**src/rtl/layer_sequencer_if.sv**
```systemverilog
// Bus bundle between the layer sequencer and its host: descriptor writes, run control,
// RAM address/strobe outputs and run status.
interface layer_sequencer_if #(
    parameter int unsigned ADDR_W  = 10,
    parameter int unsigned WADDR_W = 12
);
    logic               cfg_wr_en;
    logic [1:0]         cfg_layer_idx;
    logic [ADDR_W-1:0]  cfg_in_count;
    logic [ADDR_W-1:0]  cfg_out_count;
    logic [2:0]         num_layers;
    logic               start;

    logic [ADDR_W-1:0]  neuro_read_address;
    logic [WADDR_W-1:0] weight_read_address;
    logic [ADDR_W-1:0]  neuro_write_address;
    logic               neuro_wr_en;
    logic               alu_clear;
    logic               alu_acc_en;
    logic               busy;
    logic               finished;
    logic               cfg_error;
    logic [ADDR_W-1:0]  result_base_address;
    logic [ADDR_W-1:0]  result_word_count;

    // Host side
    modport master (
        output cfg_wr_en, cfg_layer_idx, cfg_in_count, cfg_out_count, num_layers, start,
        input  neuro_read_address, weight_read_address, neuro_write_address, neuro_wr_en,
               alu_clear, alu_acc_en, busy, finished, cfg_error, result_base_address,
               result_word_count
    );

    // Sequencer side
    modport slave (
        input  cfg_wr_en, cfg_layer_idx, cfg_in_count, cfg_out_count, num_layers, start,
        output neuro_read_address, weight_read_address, neuro_write_address, neuro_wr_en,
               alu_clear, alu_acc_en, busy, finished, cfg_error, result_base_address,
               result_word_count
    );
endinterface

```
**src/rtl/layer_sequencer.sv**
```systemverilog
// Control FSM stepping the MAC ALU and neuron/weight RAMs through a stack of fully-connected
// layers; every output is a flop.
module layer_sequencer #(
    parameter int unsigned ADDR_W     = 10,
    parameter int unsigned WADDR_W    = 12,
    parameter int unsigned MAX_LAYERS = 4,
    parameter int unsigned ALU_LAT    = 1
) (
    input  logic                clk,
    input  logic                reset,
    layer_sequencer_if.slave    bus
);
    localparam int unsigned LayerW = 2;
    localparam int unsigned DrainW = $clog2(ALU_LAT + 2);

    typedef enum logic [2:0] {
        StIdle, StReject, StClear, StFetch, StDrain, StWrite, StDone
    } state_e;

    state_e              state_q, state_d;
    logic [ADDR_W-1:0]   tbl_in_q  [MAX_LAYERS];
    logic [ADDR_W-1:0]   tbl_in_d  [MAX_LAYERS];
    logic [ADDR_W-1:0]   tbl_out_q [MAX_LAYERS];
    logic [ADDR_W-1:0]   tbl_out_d [MAX_LAYERS];
    logic                pend_q, pend_d;
    logic [LayerW-1:0]   pend_idx_q, pend_idx_d;
    logic [ADDR_W-1:0]   pend_in_q, pend_in_d;
    logic [ADDR_W-1:0]   pend_out_q, pend_out_d;
    logic [2:0]          num_layers_q, num_layers_d;
    logic [LayerW-1:0]   layer_q, layer_d;
    logic [ADDR_W-1:0]   in_base_q, in_base_d;
    logic [ADDR_W-1:0]   k_q, k_d;
    logic [ADDR_W-1:0]   j_q, j_d;
    logic [WADDR_W-1:0]  w_ptr_q, w_ptr_d;
    logic [DrainW-1:0]   drain_q, drain_d;
    logic [ADDR_W-1:0]   rd_addr_q, rd_addr_d;
    logic [WADDR_W-1:0]  wt_addr_q, wt_addr_d;
    logic [ADDR_W-1:0]   wr_addr_q, wr_addr_d;
    logic                wr_en_q, wr_en_d;
    logic                clear_q, clear_d;
    logic                acc_en_q, acc_en_d;
    logic                busy_q, busy_d;
    logic                finished_q, finished_d;
    logic                cfg_error_q, cfg_error_d;
    logic [ADDR_W-1:0]   res_base_q, res_base_d;
    logic [ADDR_W-1:0]   res_cnt_q, res_cnt_d;

    logic [ADDR_W-1:0]   cur_in, cur_out, out_base;
    logic                cfg_bad, start_ok, j_last;

    assign cur_in   = tbl_in_q[layer_q];
    assign cur_out  = tbl_out_q[layer_q];
    assign out_base = in_base_q + cur_in;
    assign j_last   = (j_q == cur_out - ADDR_W'(1));
    assign start_ok = (state_q == StIdle) && bus.start;

    always_comb begin
        cfg_bad = (bus.num_layers == 3'd0) || (32'(bus.num_layers) > MAX_LAYERS);
        for (int unsigned i = 0; i < MAX_LAYERS; i++) begin
            if (i < 32'(bus.num_layers) && (tbl_in_q[i] == '0 || tbl_out_q[i] == '0)) begin
                cfg_bad = 1'b1;
            end
        end
    end

    always_comb begin
        state_d      = state_q;
        tbl_in_d     = tbl_in_q;
        tbl_out_d    = tbl_out_q;
        pend_d       = pend_q;
        pend_idx_d   = pend_idx_q;
        pend_in_d    = pend_in_q;
        pend_out_d   = pend_out_q;
        num_layers_d = num_layers_q;
        layer_d      = layer_q;
        in_base_d    = in_base_q;
        k_d          = k_q;
        j_d          = j_q;
        w_ptr_d      = w_ptr_q;
        drain_d      = drain_q;
        rd_addr_d    = rd_addr_q;
        wt_addr_d    = wt_addr_q;
        wr_addr_d    = wr_addr_q;
        wr_en_d      = 1'b0;
        clear_d      = 1'b0;
        acc_en_d     = (state_q == StFetch);
        busy_d       = busy_q;
        finished_d   = finished_q;
        cfg_error_d  = cfg_error_q;
        res_base_d   = res_base_q;
        res_cnt_d    = res_cnt_q;

        // A write arriving with an accepted start is parked so the run sees the old table.
        if (state_q == StDone && pend_q) begin
            tbl_in_d[pend_idx_q]  = pend_in_q;
            tbl_out_d[pend_idx_q] = pend_out_q;
            pend_d                = 1'b0;
        end
        if (bus.cfg_wr_en && !busy_q && 32'(bus.cfg_layer_idx) < MAX_LAYERS) begin
            if (start_ok) begin
                pend_d     = 1'b1;
                pend_idx_d = bus.cfg_layer_idx;
                pend_in_d  = bus.cfg_in_count;
                pend_out_d = bus.cfg_out_count;
            end else begin
                tbl_in_d[bus.cfg_layer_idx]  = bus.cfg_in_count;
                tbl_out_d[bus.cfg_layer_idx] = bus.cfg_out_count;
            end
        end

        unique case (state_q)
            StIdle: begin
                if (bus.start) begin
                    finished_d   = 1'b0;
                    cfg_error_d  = 1'b0;
                    busy_d       = 1'b1;
                    num_layers_d = bus.num_layers;
                    layer_d      = '0;
                    in_base_d    = '0;
                    j_d          = '0;
                    w_ptr_d      = '0;
                    if (cfg_bad) begin
                        state_d = StReject;
                    end else begin
                        state_d = StClear;
                        clear_d = 1'b1;
                    end
                end
            end
            StReject: begin
                state_d     = StDone;
                busy_d      = 1'b0;
                finished_d  = 1'b1;
                cfg_error_d = 1'b1;
            end
            StClear: begin
                state_d   = StFetch;
                rd_addr_d = in_base_q;
                wt_addr_d = w_ptr_q;
                w_ptr_d   = w_ptr_q + WADDR_W'(1);
                k_d       = ADDR_W'(1);
            end
            StFetch: begin
                if (k_q == cur_in) begin
                    state_d = StDrain;
                    drain_d = '0;
                end else begin
                    rd_addr_d = in_base_q + k_q;
                    wt_addr_d = w_ptr_q;
                    w_ptr_d   = w_ptr_q + WADDR_W'(1);
                    k_d       = k_q + ADDR_W'(1);
                end
            end
            StDrain: begin
                if (drain_q == DrainW'(ALU_LAT)) begin
                    state_d   = StWrite;
                    wr_en_d   = 1'b1;
                    wr_addr_d = out_base + j_q;
                end else begin
                    drain_d = drain_q + DrainW'(1);
                end
            end
            StWrite: begin
                if (!j_last) begin
                    j_d     = j_q + ADDR_W'(1);
                    state_d = StClear;
                    clear_d = 1'b1;
                end else if (32'(layer_q) + 32'd1 < 32'(num_layers_q)) begin
                    layer_d   = layer_q + LayerW'(1);
                    in_base_d = out_base;
                    j_d       = '0;
                    state_d   = StClear;
                    clear_d   = 1'b1;
                end else begin
                    state_d    = StDone;
                    busy_d     = 1'b0;
                    finished_d = 1'b1;
                    res_base_d = out_base;
                    res_cnt_d  = cur_out;
                end
            end
            StDone: begin
                state_d = StIdle;
            end
            default: begin
                state_d = StIdle;
            end
        endcase
    end

    always_ff @(posedge clk or negedge reset) begin
        if (!reset) begin
            state_q      <= StIdle;
            tbl_in_q     <= '{default: '0};
            tbl_out_q    <= '{default: '0};
            pend_q       <= 1'b0;
            pend_idx_q   <= '0;
            pend_in_q    <= '0;
            pend_out_q   <= '0;
            num_layers_q <= '0;
            layer_q      <= '0;
            in_base_q    <= '0;
            k_q          <= '0;
            j_q          <= '0;
            w_ptr_q      <= '0;
            drain_q      <= '0;
            rd_addr_q    <= '0;
            wt_addr_q    <= '0;
            wr_addr_q    <= '0;
            wr_en_q      <= 1'b0;
            clear_q      <= 1'b0;
            acc_en_q     <= 1'b0;
            busy_q       <= 1'b0;
            finished_q   <= 1'b0;
            cfg_error_q  <= 1'b0;
            res_base_q   <= '0;
            res_cnt_q    <= '0;
        end else begin
            state_q      <= state_d;
            tbl_in_q     <= tbl_in_d;
            tbl_out_q    <= tbl_out_d;
            pend_q       <= pend_d;
            pend_idx_q   <= pend_idx_d;
            pend_in_q    <= pend_in_d;
            pend_out_q   <= pend_out_d;
            num_layers_q <= num_layers_d;
            layer_q      <= layer_d;
            in_base_q    <= in_base_d;
            k_q          <= k_d;
            j_q          <= j_d;
            w_ptr_q      <= w_ptr_d;
            drain_q      <= drain_d;
            rd_addr_q    <= rd_addr_d;
            wt_addr_q    <= wt_addr_d;
            wr_addr_q    <= wr_addr_d;
            wr_en_q      <= wr_en_d;
            clear_q      <= clear_d;
            acc_en_q     <= acc_en_d;
            busy_q       <= busy_d;
            finished_q   <= finished_d;
            cfg_error_q  <= cfg_error_d;
            res_base_q   <= res_base_d;
            res_cnt_q    <= res_cnt_d;
        end
    end

    assign bus.neuro_read_address  = rd_addr_q;
    assign bus.weight_read_address = wt_addr_q;
    assign bus.neuro_write_address = wr_addr_q;
    assign bus.neuro_wr_en         = wr_en_q;
    assign bus.alu_clear           = clear_q;
    assign bus.alu_acc_en          = acc_en_q;
    assign bus.busy                = busy_q;
    assign bus.finished            = finished_q;
    assign bus.cfg_error           = cfg_error_q;
    assign bus.result_base_address = res_base_q;
    assign bus.result_word_count   = res_cnt_q;
endmodule

```
**src/flat_wrapper.sv**
```systemverilog
// flat-port wrapper written by rule: the top's interface ports become plain ports
module layer_sequencer_flat 
#(
    parameter int unsigned ADDR_W     = 10,
    parameter int unsigned WADDR_W    = 12,
    parameter int unsigned MAX_LAYERS = 4,
    parameter int unsigned ALU_LAT    = 1
)
  (clk, reset, bus_cfg_wr_en, bus_cfg_layer_idx, bus_cfg_in_count, bus_cfg_out_count, bus_num_layers, bus_start, bus_neuro_read_address, bus_weight_read_address, bus_neuro_write_address, bus_neuro_wr_en, bus_alu_clear, bus_alu_acc_en, bus_busy, bus_finished, bus_cfg_error, bus_result_base_address, bus_result_word_count);
  layer_sequencer_if #(.ADDR_W(ADDR_W), .WADDR_W(WADDR_W)) bus_i ();
  input  logic clk;
  input  logic reset;
  input wire logic [$bits(bus_i.cfg_wr_en)-1:0] bus_cfg_wr_en;
  input wire logic [$bits(bus_i.cfg_layer_idx)-1:0] bus_cfg_layer_idx;
  input wire logic [$bits(bus_i.cfg_in_count)-1:0] bus_cfg_in_count;
  input wire logic [$bits(bus_i.cfg_out_count)-1:0] bus_cfg_out_count;
  input wire logic [$bits(bus_i.num_layers)-1:0] bus_num_layers;
  input wire logic [$bits(bus_i.start)-1:0] bus_start;
  output wire logic [$bits(bus_i.neuro_read_address)-1:0] bus_neuro_read_address;
  output wire logic [$bits(bus_i.weight_read_address)-1:0] bus_weight_read_address;
  output wire logic [$bits(bus_i.neuro_write_address)-1:0] bus_neuro_write_address;
  output wire logic [$bits(bus_i.neuro_wr_en)-1:0] bus_neuro_wr_en;
  output wire logic [$bits(bus_i.alu_clear)-1:0] bus_alu_clear;
  output wire logic [$bits(bus_i.alu_acc_en)-1:0] bus_alu_acc_en;
  output wire logic [$bits(bus_i.busy)-1:0] bus_busy;
  output wire logic [$bits(bus_i.finished)-1:0] bus_finished;
  output wire logic [$bits(bus_i.cfg_error)-1:0] bus_cfg_error;
  output wire logic [$bits(bus_i.result_base_address)-1:0] bus_result_base_address;
  output wire logic [$bits(bus_i.result_word_count)-1:0] bus_result_word_count;
  assign bus_i.cfg_wr_en = bus_cfg_wr_en;
  assign bus_i.cfg_layer_idx = bus_cfg_layer_idx;
  assign bus_i.cfg_in_count = bus_cfg_in_count;
  assign bus_i.cfg_out_count = bus_cfg_out_count;
  assign bus_i.num_layers = bus_num_layers;
  assign bus_i.start = bus_start;
  assign bus_neuro_read_address = bus_i.neuro_read_address;
  assign bus_weight_read_address = bus_i.weight_read_address;
  assign bus_neuro_write_address = bus_i.neuro_write_address;
  assign bus_neuro_wr_en = bus_i.neuro_wr_en;
  assign bus_alu_clear = bus_i.alu_clear;
  assign bus_alu_acc_en = bus_i.alu_acc_en;
  assign bus_busy = bus_i.busy;
  assign bus_finished = bus_i.finished;
  assign bus_cfg_error = bus_i.cfg_error;
  assign bus_result_base_address = bus_i.result_base_address;
  assign bus_result_word_count = bus_i.result_word_count;
  layer_sequencer #(.ADDR_W(ADDR_W), .WADDR_W(WADDR_W), .MAX_LAYERS(MAX_LAYERS), .ALU_LAT(ALU_LAT)) u_core (.clk(clk), .reset(reset), .bus(bus_i));
endmodule
```
**config.mk**
```make
export PLATFORM = sky130hd
export DESIGN_NAME = layer_sequencer_flat
export DESIGN_NICKNAME = d
export VERILOG_FILES = /design/src/rtl/layer_sequencer_if.sv /design/src/rtl/layer_sequencer.sv /design/src/flat_wrapper.sv
export SDC_FILE = /design/constraint.sdc
export NUM_CORES = 1
export LEC_CHECK = 0
export ABC_AREA = 0
export CAP_MARGIN = 10
export CORE_MARGIN = 4
export CORE_UTILIZATION = 55
export DETAILED_ROUTE_END_ITERATION = 16
export PLACE_DENSITY = 0.76
export SKIP_CTS_REPAIR_TIMING = 1
export SLEW_MARGIN = 20
export SYNTH_ARGS = -nofsm -noshare
export SYNTH_HDL_FRONTEND = slang
export SYNTH_SLANG_ARGS = --single-unit
```
**constraint.sdc**
```tcl
create_clock -name clk -period 9.8 [get_ports clk]
set_input_delay 2.94 -clock clk [delete_from_list [all_inputs] [get_ports clk]]
set_output_delay 2.94 -clock clk [all_outputs]
set_load 0.02 [all_outputs]
```
==> impl_metrics.csv, run 1 <==
group,metric,value,unit
sta,slew_violations,0,
pwr,clkPwrFrac,18.8,%
layout,layout_commonest_cell,"dfrtp_1",
sta,worst_pin_slew,996.2,ps
global_routing,antenna_found_initial,0,
synthesis,synth-compound-area-share,11.85,%
placement,gp_congestion,0.8969,
pwr,p_leak,5.875,nW
status,outcome,"complete, no violations",
drt,drt-total-wl,28020,µm
global_routing,grt_pass1_wl,45720,µm
critical_path,path_delay_family,"simple AND/OR/NAND/NOR gates",
floorplan,core.rowCount,53,
synthesis,yosysUniqueCellTypes,76,
clock_tree,cts.sinks,213,
synthesis,synth_mux_area_share,16.71,%
floorplan,initial_core_util,55.75,%
sta,slew_headroom,32.74,%
synthesis,synth_xor_area_share,3.973,%
drt,drc_errors,0,
global_routing,grt_usage,23.23,%
layout,fin_nets,1284,
placement,io_buffer_count,86,
synthesis,ys_dominant_reg_cell,"dfrtp_1",
clock_tree,root_buffer,"clkbuf_16",
clock_tree,path_clk_slew,60,ps
critical_path,critPathRequiredTime,10160,ps
sta,finClkSkew,8.336,ps
sta,rsz0062_at_grt,"false",
sta,tns,0,ps
clock_tree,clockBufferDepth,3,
synthesis,synth-simple-area-share,14.24,%
global_routing,grt-ovfl-total,0,
drt,via_per_inst,6.008,
drt,firstDrtPassIters,5,
pwr,sw_frac_of_total,41.74,%
synthesis,synth_nets,1207,
pwr,intPower,2.718,mW
synthesis,async_reset_ff_share,100.0,%
floorplan,ios,87,
synthesis,ys_warn_count,0,
sta,hold_viol_final,0,
sta,fin_crit,4979,ps
placement,dp_hpwl,19550,µm
sta,max_freq,200.9,MHz
floorplan,dieWidth,153.7,µm
drt,routedWlPerCell,18.60,µm
drt,drt_iter0_drc,692,
layout,diodes,0,
critical_path,critPathSlowestCell,"nand3_1",
clock_tree,clk_latency,510,ps
sta,fin_crit_sh,50.80,%
drt,vias,9048,
sta,setup_violations,0,
layout,layout_common_cells,"213 x dfrtp_1, 132 x nand2_1, 92 x o21ai_0, 88 x nor2_1, 87 x mux2i_1",
layout,syn2layout_area_growth,16.80,%
pwr,p_sw,1.948,mW
critical_path,path_max_fanout,32,
drt,ant_nets,0,
pwr,pwr-share-seq,33.2,%
clock_tree,htree_levels,1,
critical_path,end_kind,"flip-flop",
critical_path,crit_arrival,5340,ps
pwr,p_comb_share,48.0,%
synthesis,synth_top_family_by_area,"multiplexers",
clock_tree,cts_tree,"built",
synthesis,synth_fa_ha_area_share,4.263,%
floorplan,die-area,23640,µm²
floorplan,dieHeight,153.7,µm
critical_path,critPathLaunchType,"primary input",
synthesis,synth-edff-count,0,
pwr,powerDensity,341.9,nW/µm²
pwr,ir_drop,0.0001782,V
clock_tree,cts_buffers,24,
critical_path,crit_type,"primary input to flip-flop",
global_routing,grt_max_degree,81,
floorplan,core_area,20960,µm²
synthesis,syn_avg_cell_area,10.25,µm²
min_path,worst_hold_path_type,"flip-flop to flip-flop",
critical_path,cpPeakStageDelay,630,ps
global_routing,first_global_vias,8759,
flow_run,drv_cap,0,
layout,finish.utilization,65.12,%
synthesis,syn_inst,1140,
synthesis,syn-cell-area,11680,µm²
critical_path,path_cells,"clkdlybuf4s50_1, nand3_1, nand2_1, nor3_2, buf_4, o21ai_0",
synthesis,ys_seq_elements,213,
critical_path,cp_num_buf_inv,2,
layout,drive_gt1_share,12.10,%
synthesis,seq_area_frac_synth,45.62,%
==> logic make-up after synthesis <==
logic type | count (synthesis)
simple gates | 353
compound gates | 227
flops | 213
mux | 163
buf+inv | 93
xor+xnor | 53
fa+ha+maj | 38
==> per-stage QoR <==
stage	hold slack [ps]	worst slack [ps]	instance area (µm²)	std cells	power (mW)
after global placement	462.7	4449	12820	1465	3.684
after CTS	484.5	4837	13610	1505	4.663
after floorplan	440.1	5407	11680	1140	3.112
after detailed placement	471.7	4321	12820	1465	3.762
final	475.3	4821	13650	1506	4.666
after global routing	494.6	4625	13650	1506	5.014
==> cells in the mapped netlist (3+ instances only) <==
| master | number | area share (%) |
|---|---|---|
| a31oi_1 | 6 | 0.32 |
| o211ai_1 | 4 | 0.26 |
| nor2b_1 | 6 | 0.32 |
| a21oi_1 | 52 | 2.2 |
| o22ai_1 | 11 | 0.59 |
| fa_1 | 3 | 0.51 |
| buf_1 | 7 | 0.22 |
| a311oi_1 | 8 | 0.60 |
| dfrtp_1 | 213 | 46 |
| o41ai_1 | 3 | 0.22 |
| nor3b_1 | 3 | 0.19 |
| a211oi_1 | 5 | 0.32 |
| inv_1 | 39 | 1.3 |
| mux2_1 | 8 | 0.77 |
| nand3_1 | 31 | 1.3 |
| nor4_1 | 22 | 1.2 |
| ha_1 | 35 | 3.7 |
| a21boi_0 | 3 | 0.19 |
| and3_1 | 7 | 0.37 |
| or3_1 | 4 | 0.21 |
| xnor2_1 | 44 | 3.3 |
| mux2i_1 | 87 | 7.5 |
| a21o_1 | 7 | 0.45 |
| mux2_2 | 48 | 4.6 |
| nand2b_1 | 3 | 0.16 |
| buf_2 | 3 | 0.13 |
| nor2_1 | 90 | 2.9 |
| o21bai_1 | 4 | 0.26 |
| clkbuf_1 | 38 | 1.2 |
| o21ai_0 | 92 | 3.9 |
| mux4_2 | 20 | 3.9 |
| xor2_1 | 9 | 0.67 |
| nor3_1 | 18 | 0.77 |
| or4_1 | 5 | 0.32 |
| nand2_1 | 132 | 4.2 |
| nand4_1 | 14 | 0.75 |
| buf_6 | 3 | 0.29 |
==> area by class of cell <==
cell class	instances	area, µm²
multi-input combinational	834	6017
sequential	213	5330
clock inverter	2	10.01
fill	1662	7310
inverter	40	150.1
tap	275	344.1
clock buffer	38	774.5
timing repair buffer	104	1020
==> power groups by stage <==
stage | Sequential [mW] | Clock [mW] | Combinational, mW
CTS | 1.54 | 0.893 | 2.23
finish | 1.55 | 0.878 | 2.24
detailed placement | 1.55 | 0 | 2.21
floorplan | 1.47 | 0 | 1.64
global placement | 1.53 | 0 | 2.15
global route | 1.59 | 0.929 | 2.50
==> state kept, by name (all words and copies together) (netlist names), 2 cells and up <==
register,count
u_core.k_q,10
u_core.in_base_q,10
u_core.w_ptr_q,12
u_core.state_q,3
u_core.layer_q,2
u_core.pend_in_q,10
u_core.num_layers_q,3
u_core.bus.neuro_read_address,10
u_core.pend_idx_q,2
u_core.drain_q,2
u_core.pend_out_q,10
u_core.bus.weight_read_address,12
u_core.bus.neuro_write_address,10
u_core.tbl_out_q,40
u_core.bus.result_base_address,10
u_core.bus.result_word_count,10
u_core.j_q,10
u_core.tbl_in_q,40
==> per-layer routing <==
layer	vias up	track usage (%)	routed length, µm
li1	4276	-	-
met1	4432	33.04	12510
met2	289	37.83	13300
met3	51	3.406	1587
met4	0	6.056	616
met5	-	0	0
==> path summary, 6_finish.rpt <==
path | from | endpoint | slack [ps] | cells after the start
worst max-delay path | bus_start | u_core.tbl_out_q[36] | 4820 | 6
worst min-delay path | u_core.bus.neuro_write_address[4] | u_core.bus.neuro_write_address[4] | 480 | 2
worst max register to register | u_core.layer_q[0] | u_core.bus.neuro_write_address[9] | 5060 | 18
worst min register to register | u_core.bus.neuro_write_address[4] | u_core.bus.neuro_write_address[4] | 480 | 2
max in group asynchronous | reset | u_core.tbl_out_q[25] | 6150 | 2
min in group asynchronous | reset | u_core.k_q[0] | 2470 | 1
==> worst min-delay path: cells and delay by family (launching register included) <==
family             cells  cell delay [ps]
AOI/OAI and AO/OA      1               60
DFF                    1              340
and+or+nand+nor        1               50
Power figures use the tool's default switching activity.
==> inputs of run 2 (changes only) <==
==> constraint.sdc (replaced) <==
create_clock -name clk -period 5 [get_ports clk]
set_input_delay 1.5 -clock clk [delete_from_list [all_inputs] [get_ports clk]]
set_output_delay 1.5 -clock clk [all_outputs]
set_load 0.02 [all_outputs]
==> run 2 against run 1 <==
Clock skew hardly changed. Setup slack worse by 4200 ps. Sequential share of layout area is 0.12 points higher. Register-to-register slack worse by 4500 ps. Via count is 1.5% higher. Non-clock buffer count stayed put. Clock-buffer cell count is 1 higher.
==> impl_metrics.csv, run 2 (synthesized netlist as in run 1, its figures left out) <==
group,metric,value,unit
critical_path,critPathRequiredTime,5350,ps
layout,syn2layout_area_growth,16.46,%
clock_tree,htree_levels,1,
placement,numPlacedInstances,1466,
pwr,ir_drop,0.0003390,V
sta,fin_crit_sh,87.90,%
critical_path,crit_arrival,4750,ps
sta,hold_viol_final,0,
clock_tree,path_clk_slew,60,ps
drt,via_per_inst,6.104,
drt,vias,9187,
critical_path,crit_type,"flip-flop to flip-flop",
drt,firstDrtPassIters,5,
global_routing,met1_usage,34.77,%
status,outcome,"complete, no violations",
floorplan,core_area,20960,µm²
drt,drt-total-wl,29150,µm
pwr,p_leak,5.831,nW
pwr,p_comb_share,48.3,%
critical_path,rr_endpoint,"u_core.bus.neuro_write_address[9]",
sta,finClkSkew,8.675,ps
global_routing,grt_pass1_wl,47710,µm
global_routing,antenna_found_initial,0,
layout,nFillCells,1684,
global_routing,grt-ovfl-total,0,
layout,finalNonFillerCells,1505,
sta,whs,477.5,ps
placement,place_area,12860,µm²
critical_path,ff2ff_path_depth,17,
pwr,pwr-share-seq,33.4,%
layout,design_area,13610,µm²
sta,tns,0,ps
global_routing,top_usage_layer,"met2",
critical_path,r2r_start,"u_core.layer_q[0]",
pwr,clkPwrFrac,18.3,%
critical_path,r2r_slack,600,ps
layout,layout_common_cells,"213 x dfrtp_1, 132 x nand2_1, 92 x o21ai_0, 88 x nor2_1, 87 x mux2i_1",
clock_tree,clk_latency,510,ps
sta,worst_pin_slew,936.7,ps
floorplan,ios,87,
sta,slew_headroom,37.28,%
clock_tree,clockBufferDepth,3,
sta,fin_ws,605.0,ps
clock_tree,cts.sinks,213,
layout,top_regs,"u_core.tbl_in_q (40), u_core.tbl_out_q (40)",
placement,dp_slack,662.2,ps
critical_path,end_kind,"flip-flop",
global_routing,grt_use_met3,3.997,%
global_routing,first_global_vias,8956,
clock_tree,cts_buffers,23,
drt,drc_errors,0,
layout,drive_gt1_share,11.87,%
placement,io_buffer_count,86,
critical_path,path_cells,"mux4_2, ha_1, fa_1, a21o_1, a21oi_1, o21bai_1, a21oi_1, o21ai_0, xnor2_1, inv_1, ha_1, nor2b_1, a22oi_1, o311ai_0, a211oi_1, xnor2_1, o21ai_0",
critical_path,critPathSlowestCell,"mux4_2",
flow_run,drv_cap,0,
sta,max_freq,227.5,MHz
min_path,whs_path_depth,2,
clock_tree,cts_tree,"built",
pwr,p_sw,3.862,mW
min_path,min_from,"u_core.num_layers_q[0]",
sta,rsz0062_at_grt,"false",
pwr,powerDensity,672.0,nW/µm²
layout,finish.utilization,64.93,%
layout,layout_commonest_cell,"dfrtp_1",
min_path,worst_hold_path_type,"flip-flop to flip-flop",
pwr,totalPowerFinal,9.143,mW
min_path,whs_endpoint,"u_core.num_layers_q[0]",
critical_path,path_max_fanout,5,
global_routing,grt_usage,24.34,%
placement,dp_hpwl,20260,µm
clock_tree,root_buffer,"clkbuf_16",
sta,slew_violations,0,
floorplan,initial_core_util,55.75,%
layout,diodes,0,
sta,setup_violations,0,
placement,gp_congestion,0.9012,
floorplan,die-area,23640,µm²
floorplan,core.rowCount,53,
critical_path,critPathLaunchType,"flip-flop",
layout,fin_nets,1283,
sta,fin_crit,4395,ps
pwr,sw_frac_of_total,42.25,%
critical_path,cpPeakStageDelay,600,ps
floorplan,dieWidth,153.7,µm
drt,drt_iter0_drc,674,
global_routing,grtUsageMet2,39.82,%
pwr,intPower,5.280,mW
floorplan,dieHeight,153.7,µm
drt,ant_nets,0,
global_routing,grt_max_degree,100,
drt,routedWlPerCell,19.37,µm
[run 2: cell types whose count changed in the layout (fill, tap and decap cells not counted), moves of 2 or more]
cell	previous run	this run
clkbuf_16	25	23
clkbuf_1	3	5
clkinv_2	2	0
buf_12	0	2
[run 2: layout make-up]
type	instances	area (µm²)	area share [%]
Multi-Input combinational cell	834	6011	44.18
Clock buffer	39	745.7	5.481
Inverter	40	150.1	1.104
Timing Repair Buffer	104	1025	7.532
Sequential cell	213	5330	39.18
Tap cell	275	344.1	2.529
[run 2: power by group through the flow]
stage               registers [mW]  clock network [mW]  logic, mW
global placement              3.03                   0       4.19
floorplan                     2.89                   0       3.21
CTS                           3.03                1.70       4.39
global route                  3.14                1.77       4.86
detailed placement            3.05                   0       4.33
finish                        3.06                1.67       4.41
[run 2: per-layer routing]
layer	share of wire, %	routed length, µm
met1	44	12850
met2	48	13930
met3	6.3	1851
met4	1.8	513
met5	0	0
[run 2: how the worst max path moves through the flow]
stage                 startpoint                                end  cells after the start
2_1_floorplan  u_core.layer_q[1]  u_core.bus.neuro_write_address[9]                     19
3_5_place_dp   u_core.layer_q[0]  u_core.bus.neuro_write_address[9]                     17
5_1_grt        u_core.layer_q[0]  u_core.bus.neuro_write_address[9]                     17
3_3_place_gp   u_core.layer_q[0]  u_core.bus.neuro_write_address[9]                     17
4_1_cts        u_core.layer_q[0]  u_core.bus.neuro_write_address[9]                     17
6_report       u_core.layer_q[0]  u_core.bus.neuro_write_address[9]                     17
[run 2: critical path: cells and delay by family (launching register included)]
kind	cells	cell delay, ps
and+or+nand+nor	1	160
adders and majority gates	3	970
AOI/OAI and AO/OA	9	1610
muxes	1	600
xor gates and xnor gates	2	350
DFF	1	480
buffers and inverters	1	80
